$ cat config.mk
export PLATFORM = sky130hd
export DESIGN_NAME = wb_unit
export DESIGN_NICKNAME = d
export VERILOG_FILES = /design/src/rtl/core_pkg.sv /design/src/rtl/wb_decode.sv /design/src/rtl/wb_unit.sv
export SDC_FILE = /design/constraint.sdc
export NUM_CORES = 1
export LEC_CHECK = 0
export BUFFER_PORTS_ARGS = -buffer_cell sky130_fd_sc_hd__buf_4
export CAP_MARGIN = 25
export CORE_MARGIN = 4
export CORE_UTILIZATION = 44
export CTS_CLUSTER_SIZE = 10
export DETAILED_ROUTE_END_ITERATION = 8
export HOLD_SLACK_MARGIN = 0.15
export PLACE_DENSITY = 0.78
export REMOVE_ABC_BUFFERS = 1
export SYNTH_ARGS = -nofsm -noshare
export SYNTH_HDL_FRONTEND = slang
export SYNTH_SLANG_ARGS = --single-unit
$ cat constraint.sdc
create_clock -name clk -period 4.2 [get_ports clk]
set_input_delay 0 -clock clk [delete_from_list [all_inputs] [get_ports clk]]
set_output_delay 0 -clock clk [all_outputs]
set_load 0.01 [all_outputs]
$ cat src/rtl/core_pkg.sv
// Shared core definitions: opcode classes, non-writing function codes,
// LI/branch prefixes and the writeback FSM state type.
package core_pkg;

  localparam logic [1:0] OP_LD  = 2'b00;
  localparam logic [1:0] OP_ALU = 2'b11;

  localparam logic [3:0] FN_NW_0 = 4'b0101;
  localparam logic [3:0] FN_NW_1 = 4'b1101;
  localparam logic [3:0] FN_NW_2 = 4'b1110;
  localparam logic [3:0] FN_NW_3 = 4'b1111;

  localparam logic [4:0] PFX_WR_0 = 5'b10000;
  localparam logic [4:0] PFX_WR_1 = 5'b10001;
  localparam logic [4:0] PFX_WR_2 = 5'b10010;

  typedef enum logic [1:0] {
    ST_IDLE    = 2'd0,
    ST_WAIT_LD = 2'd1,
    ST_WRITE   = 2'd2
  } wb_state_e;

endpackage

$ cat src/rtl/wb_decode.sv
// Writeback classification of a retiring instruction; shared with the
// hazard unit so both agree on which instructions write and where.
module wb_decode
  import core_pkg::*;
#(
  parameter int INSTR_W = 16,
  parameter int RADDR_W = 3
) (
  input  logic [INSTR_W-1:0] instr,
  output logic               is_writer,
  output logic               is_load,
  output logic [RADDR_W-1:0] dest
);

  logic [1:0] op;
  logic [3:0] funct;
  logic [4:0] pfx;
  logic       alu_wr;
  logic       pfx_wr;

  always_comb begin
    op     = instr[15:14];
    funct  = instr[7:4];
    pfx    = instr[15:11];
    alu_wr = (op == OP_ALU) &&
             !(funct inside {FN_NW_0, FN_NW_1, FN_NW_2, FN_NW_3});
    // the all-zero word is the no-op, not a load
    is_load   = (op == OP_LD) && (instr != '0);
    pfx_wr    = pfx inside {PFX_WR_0, PFX_WR_1, PFX_WR_2};
    is_writer = alu_wr || is_load || pfx_wr;
    dest      = (op == OP_LD) ? instr[13:11] : instr[10:8];
  end

endmodule

$ cat src/rtl/wb_unit.sv
// Writeback stage: accepts one retiring instruction, waits for load data
// when needed, and issues a single registered register-file write.
module wb_unit
  import core_pkg::*;
#(
  parameter int DATA_W     = 16,
  parameter int INSTR_W    = 16,
  parameter int RADDR_W    = 3,
  parameter int LD_TIMEOUT = 15
) (
  input  logic               clk,
  input  logic               rst_n,
  input  logic               in_valid,
  output logic               in_ready,
  input  logic [INSTR_W-1:0] instr,
  input  logic [DATA_W-1:0]  from_calc,
  input  logic               ld_valid,
  input  logic [DATA_W-1:0]  ld_data,
  input  logic               rf_busy,
  output logic               rf_we,
  output logic [RADDR_W-1:0] rf_waddr,
  output logic [DATA_W-1:0]  rf_wdata,
  output logic               fwd_valid,
  output logic [RADDR_W-1:0] fwd_addr,
  output logic [DATA_W-1:0]  fwd_data,
  output logic               ld_err
);

  localparam int CNT_W = $clog2(LD_TIMEOUT + 1);
  localparam logic [CNT_W-1:0] CNT_LIM = CNT_W'(LD_TIMEOUT);

  wb_state_e          state_q, state_d;
  logic [RADDR_W-1:0] addr_q, addr_d;
  logic [DATA_W-1:0]  data_q, data_d;
  logic [CNT_W-1:0]   cnt_q, cnt_d;
  logic               err_q, err_d;
  logic               we_q, we_d;
  logic [RADDR_W-1:0] waddr_q, waddr_d;
  logic [DATA_W-1:0]  wdata_q, wdata_d;
  logic               fwd_valid_q, fwd_valid_d;

  logic               dec_writer;
  logic               dec_load;
  logic [RADDR_W-1:0] dec_dest;

  wb_decode #(.INSTR_W(INSTR_W), .RADDR_W(RADDR_W)) u_decode (
    .instr     (instr),
    .is_writer (dec_writer),
    .is_load   (dec_load),
    .dest      (dec_dest)
  );

  always_comb begin
    state_d     = state_q;
    addr_d      = addr_q;
    data_d      = data_q;
    cnt_d       = cnt_q;
    err_d       = err_q;
    we_d        = 1'b0;
    waddr_d     = waddr_q;
    wdata_d     = wdata_q;
    fwd_valid_d = 1'b0;
    unique case (state_q)
      ST_IDLE: begin
        if (in_valid) begin
          if (dec_load) begin
            addr_d = dec_dest;
            cnt_d  = '0;
            if (ld_valid) begin
              data_d      = ld_data;
              fwd_valid_d = 1'b1;
              state_d     = ST_WRITE;
            end else begin
              state_d = ST_WAIT_LD;
            end
          end else if (dec_writer) begin
            addr_d      = dec_dest;
            data_d      = from_calc;
            fwd_valid_d = 1'b1;
            state_d     = ST_WRITE;
          end
        end
      end
      ST_WAIT_LD: begin
        if (ld_valid) begin
          data_d      = ld_data;
          fwd_valid_d = 1'b1;
          state_d     = ST_WRITE;
        end else begin
          if (cnt_q != CNT_LIM) cnt_d = cnt_q + 1'b1;
          if (cnt_d == CNT_LIM) begin
            err_d   = 1'b1;
            state_d = ST_IDLE;
          end
        end
      end
      ST_WRITE: begin
        // forwarding stays valid through the cycle the write pulse is seen
        fwd_valid_d = 1'b1;
        if (!rf_busy) begin
          we_d    = 1'b1;
          waddr_d = addr_q;
          wdata_d = data_q;
          state_d = ST_IDLE;
        end
      end
      default: state_d = ST_IDLE;
    endcase
  end

  always_ff @(posedge clk) begin
    if (!rst_n) begin
      state_q     <= ST_IDLE;
      addr_q      <= '0;
      data_q      <= '0;
      cnt_q       <= '0;
      err_q       <= 1'b0;
      we_q        <= 1'b0;
      waddr_q     <= '0;
      wdata_q     <= '0;
      fwd_valid_q <= 1'b0;
    end else begin
      state_q     <= state_d;
      addr_q      <= addr_d;
      data_q      <= data_d;
      cnt_q       <= cnt_d;
      err_q       <= err_d;
      we_q        <= we_d;
      waddr_q     <= waddr_d;
      wdata_q     <= wdata_d;
      fwd_valid_q <= fwd_valid_d;
    end
  end

  assign in_ready  = (state_q == ST_IDLE);
  assign rf_we     = we_q;
  assign rf_waddr  = waddr_q;
  assign rf_wdata  = wdata_q;
  assign fwd_valid = fwd_valid_q;
  assign fwd_addr  = addr_q;
  assign fwd_data  = data_q;
  assign ld_err    = err_q;

endmodule

# Word level (Yosys, flattened, before mapping)
# Cells that the tools add are included.
# word_totals
inputBits,53
reg_bits,47
output_inout_bits,42
# op_classes
reduce_logical,19
addsub,1
bitwise,2
n_eq_ne,18
mux,29
# ops
operator,n
$mux 16,4
$pmux 16 s2,1
$mux 4,6
$eq 4x4->1 const B,4
$reduce_bool 16->1,1
$eq 5x5->1 const B,3
$mux 2,7
$mux 3,3
$reduce_and 3->1,3
$pmux 4 s2,1
$reduce_and 4->1,2
$ne 2x2->1 const B,3
$pmux 2 s3,1
$mux 1,5
$add 4x1->4 const B,1
$eq 2x2->1 const B,2
$eq 4x3->1 const B,1
$logic_not 2->1,2
$ne 4x4->1 const B,1
$reduce_and 2->1,2
$reduce_bool 2->1,2
$reduce_bool 4->1,1
$ne 3x1->1 const B,1
$ne 3x3->1 const B,1
other kinds (8),11

# Longest topological paths before layout
# depth
word_depth,10
mapped_depth,6
ltp_nobuf,6

# Modules after synthesis
# From an unflattened synthesis, not the netlist that was laid out.
# hier_totals
cells_unflattened,243
area_unflattened_um2,2207.1
# modules_own_cells
module,cells_each,area_per_inst_um2,n_inst
wb_unit,227,2085.8,1
wb_decode,16,121.4,1

# Least setup slack after synthesis
# OpenSTA, ideal clock, no wires.
# synth_path
kind,input -> register
startpoint,input port instr[2]
endpoint,"register data_q[10], in the netlist fwd_data[10]"
required_time_ns,4.077
cell_stages,6
setup_time_ns,0.123
arrival_ns,1.508
path_slack_ns,2.569
path_buffers,1
cell_sequence,or4_4 > o41ai_4 > o21ai_2 > buf_6 > o2111ai_1 > o21ai_1
# synth_via
elab_chain_cells,6
word_cells_on_any_way,9
classes_between,eq/ne (1); mux (3); reduce/logical (5)
# synth_rtl
element,line_no,source
from (decl),wb_unit.sv:15,"input logic [INSTR_W-1:0] instr,"
$reduce_bool 16->1 *,wb_decode.sv:28,is_load = (op == OP_LD) && (instr != '0);
$logic_and 1x1->1 *,wb_decode.sv:28,
$logic_or 1x1->1 (2 in a row),wb_decode.sv:30,is_writer = alu_wr || is_load || pfx_wr;
$ne 3x1->1 (no line),--,
$reduce_and 3->1 (no line),--,
to (signal assigned),wb_unit.sv:125,data_q <= data_d;
to (decl),wb_unit.sv:34,"logic [DATA_W-1:0] data_q, data_d;"
# Every way passes the cells marked *; elsewhere a longest branch is shown, timed or not. The select of a mux whose other input is x is not followed.
# A chain may end at the register's enable or synchronous reset.

# Worst setup path after layout
# layout_path
startpoint,input port instr[11]
endpoint,"register data_q[3], in the netlist fwd_data[3]"
# layout_via
elab_chain_cells,6
word_cells_on_any_way,13
classes_between,eq/ne (4); mux (3); reduce/logical (6)
# layout_rtl
element,line_no
$reduce_bool 16->1,wb_decode.sv:28
$logic_and 1x1->1,wb_decode.sv:28
$logic_or 1x1->1 (2 in a row),wb_decode.sv:30
$ne 3x1->1 (no line),--
$reduce_and 3->1 (no line),--
# Parallel ways exist; a longest one is shown, timed or not. The select of a mux whose other input is x is not followed.

==> summary.md <==
The run finished with clean final reports. Counting every sink on the clock net gives 47. The first detailed-routing pass took 4 iterations. The run gives 2,545 as the number of global-route vias before repair.

The post-synthesis cell type count is 45. Maximum achievable frequency: 0.2975 GHz. The worst path in the final design needs a cycle of 3.362 ns, including I/O delays and setup. The share of synthesized registers carrying an async set or reset is 0, and the post-route clock skew is 0.007698 ns. Across all layers, the routed design uses 2,616 vias. The post-synthesis sequential area ratio was 0.4011; the internal power of the cells was 761.6 µW. The path with the worst hold slack has its endpoint at fwd_data[4]. Class of the tightest hold or removal check: in2reg. The relative contribution of combinational cells to total power is 0.219, and the filler cell count is 403. The tool flagged a number of max-cap violations equal to 0.

The post-CTS repair timing setup buffer count came out at 0. The launch instance of the worst min-delay path is rst_n. Latest clock arrival within the worst-skew pair: 0.29 ns. For this design the top-level I/O count stands at 95. The y dimension of the die is 81.02 µm, and the total detailed-routing wirelength is 7.278 mm.

Maximum fanout along the worst path: 21. The most used flip-flop cell after synthesis is dfxtp_1. Dividing total power by cell area gives a power density of 275.2 nW/µm². The transition time at the pin with the least slew margin was 0.8860 ns. The path depth of the worst reg2reg path came out at 8. The setup path with the least slack is of type in2reg. The width of the die came out at 81.02 µm. For this run, design rule violations remaining after detail routing come to 0.

The power share of the sequential group came out at 0.473. Entering global routing, the biggest net connects 41 pins. Capture point of the worst reg-to-reg path: fwd_data[3]. The logs give 0 for the number of warnings issued by yosys and 2 for the maximum buffer depth of the clock tree. The remaining global-route overflow is 0, and the count of final hold-check violations is 0. STA puts the critical path data arrival time at 3.59 ns. The total global-route track usage is 0.2305. The region available for standard cell placement spans 5140 µm². The final total power is 1023 µW, and the share of the clock period used by the worst path after layout is 0.8004. For the total net switching power, the log shows 261.8 µW. Row generation in the floorplan step produced 26 rows. Share of layout cells above drive strength 1: 0.2635. For the required time of the worst setup path, the log shows 4.43 ns. The run gives 0 as the final count of pins violating max slew. The area of the mapped netlist is 2346 µm², and the number of input and output port buffers inserted is 94. For the final routed database, the setup TNS stands at 0 ns. The tools report the initial antenna violation count as 0. The synthesized design contains 0 enable-type register cells.

The worst setup path is captured at a flip-flop. The analysis attributes to cell leakage a power of 0.001489 µW. Setup repair after global routing left no endpoint under its margin.

0 antenna diodes ended up in the layout. The tools report the H-tree depth as 2. Summed over all instances, the cell type with the most area after synthesis is dfxtp_1. The first global-routing pass estimated 11.94 mm of wire.

The initial standard-cell utilization of the core is 0.4564, and the total of hold buffers inserted after clock tree synthesis is 55. The logs give 0.1684 ns for the worst slack on hold paths and 1.05 ns for the register-to-register path setup slack. TritonCTS built the clock tree. The startpoint of the most critical register-to-register path was state_q[0]. Each instance of the synthesized netlist takes up on average 8.174 µm². The average wire per cell in the routed design was 14.70 µm; the final setup violation count was 0.

The iteration-0 DRC count of the detailed router is 145, and the placed wire-length estimate is 4.521 mm. The run gives 6564 µm² as the area of the die. Synthesis inferred 47 register bits. By area the synthesized netlist is led by dfxtp_1 (40%), nand2_1 (11%), o21ai_1 (7.5%), mux2i_1 (7.3%), o2111ai_1 (6.0%). For this run, the post-layout net count is 479. The top cell type's share of synthesized area was 0.4011; the relative slew slack was 0.4093. The worst setup path is launched from an input pin. The clock group share of total power came out at 0.308.

In the routed layout, each cell is associated on average with a via count of 5.285. Area added between synthesis and finish: 58.51%. Counting every instance in the synthesized netlist gives 287. IR analysis of the VDD net gives a maximum drop of 0.1663 mV. The number of clock buffers added by TritonCTS is 5. CTS clock-pin slew for the worst setup and hold paths: 0.08 ns. Among all cell types in the netlist, the one instantiated most often is nand2_1. The congestion estimate from routability-driven global placement came to 0.7605. The detail route stage leaves a number of antenna-violating nets equal to 0. After clock tree synthesis, the repair step resized 0 gates. Cell count of the worst hold path: 3.

In the synthesized netlist, the cells that appear most often are nand2_1 (66), dfxtp_1 (47), o21ai_1 (35). The switching share of power was 0.2558. The root buffer cell chosen for the clock tree is clkbuf_8.
-- sequential cells by signal (all words and copies together) (netlist names) --
register and count:
fwd_addr 3, cnt_q 4, rf_wdata 16, fwd_data 16
rf_we 1, fwd_valid 1, ld_err 1, state_q 2
rf_waddr 3
-- placed cells by master (no fill, tap or decap), types with 3 or more instances in the layout --
cell type,instances
mux2i_1,17
dfxtp_1,47
dlygate4sd3_1,55
nor2_1,12
o2111ai_1,16
o21ai_0,4
a21oi_1,26
a311oi_1,3
inv_1,4
buf_4,95
nand2_1,66
clkbuf_8,5
o21ai_1,35
-- metal layers --
layer,global-route usage,vias up,part of all wire
li1,-,1325,-
met3,0.03659,11,0.070
met5,0,-,0
met4,0.06081,0,0.013
met1,0.2857,1194,0.41
met2,0.4130,86,0.50
-- layout make-up --
cell class                 count  area (µm²)  share of cell area
timing repair buffer         152        1290              0.3469
multi-input combinational    214        1279              0.3439
inverter                       5       18.77            0.005047
sequential                    47       940.9              0.2530
tap                           70       87.58             0.02355
clock inverter                 1       30.03            0.008075
clock buffer                   6       72.57             0.01952
-- power by group through the flow --
stage          combinational, µW  sequential [µW]  clock, µW
4_1_cts                      221              483        326
3_3_place_gp                 173              493          0
5_1_grt                      245              487        340
3_5_place_dp                 179              493          0
2_1_floorplan               70.6              498          0
6_report                     224              484        315
-- cells by family after synthesis --
family | share of synthesized area
compound gates | 0.2875
xor+xnor | 0.003734
flops | 0.4011
buf+inv | 0.05866
fa+ha+maj | 0.005332
mux | 0.07253
simple gates | 0.1712
-- critical path: stages --
cell and delay (ns):
dlygate4sd3_1 0.54, buf_4 0.14, or4_1 0.59, o41a_1 0.67, o21ai_1 0.25, o2111ai_1 0.12
dlygate4sd3_1 0.59, o21ai_1 0.10, dlygate4sd3_1 0.58
-- through the flow --
stage	cells	cell area (µm²)	utilization	worst slack, ns
3_5_place_dp	433	3065	0.5964	1.975
3_3_place_gp	431	3039	0.5913	2.003
5_1_grt	495	3719	0.7235	0.7343
2_1_floorplan	266	2227	-	2.018
4_1_cts	495	3719	0.7235	0.9525
6_report	495	3719	0.7235	0.8383
-- worst max-delay path by stage --
| stage | start | endpoint | slack (ns) | depth (start not counted) |
|---|---|---|---|---|
| CTS | instr[11] | fwd_data[15] | 0.95 | 9 |
| finish | instr[11] | fwd_data[3] | 0.84 | 9 |
| floorplan | state_q[0] | fwd_data[0] | 2.02 | 4 |
| detailed placement | instr[2] | cnt_q[3] | 1.98 | 6 |
| global route | instr[11] | fwd_data[10] | 0.73 | 9 |
| global placement | instr[2] | cnt_q[3] | 2.00 | 6 |
No activity file was read; power rests on OpenSTA's default activity.
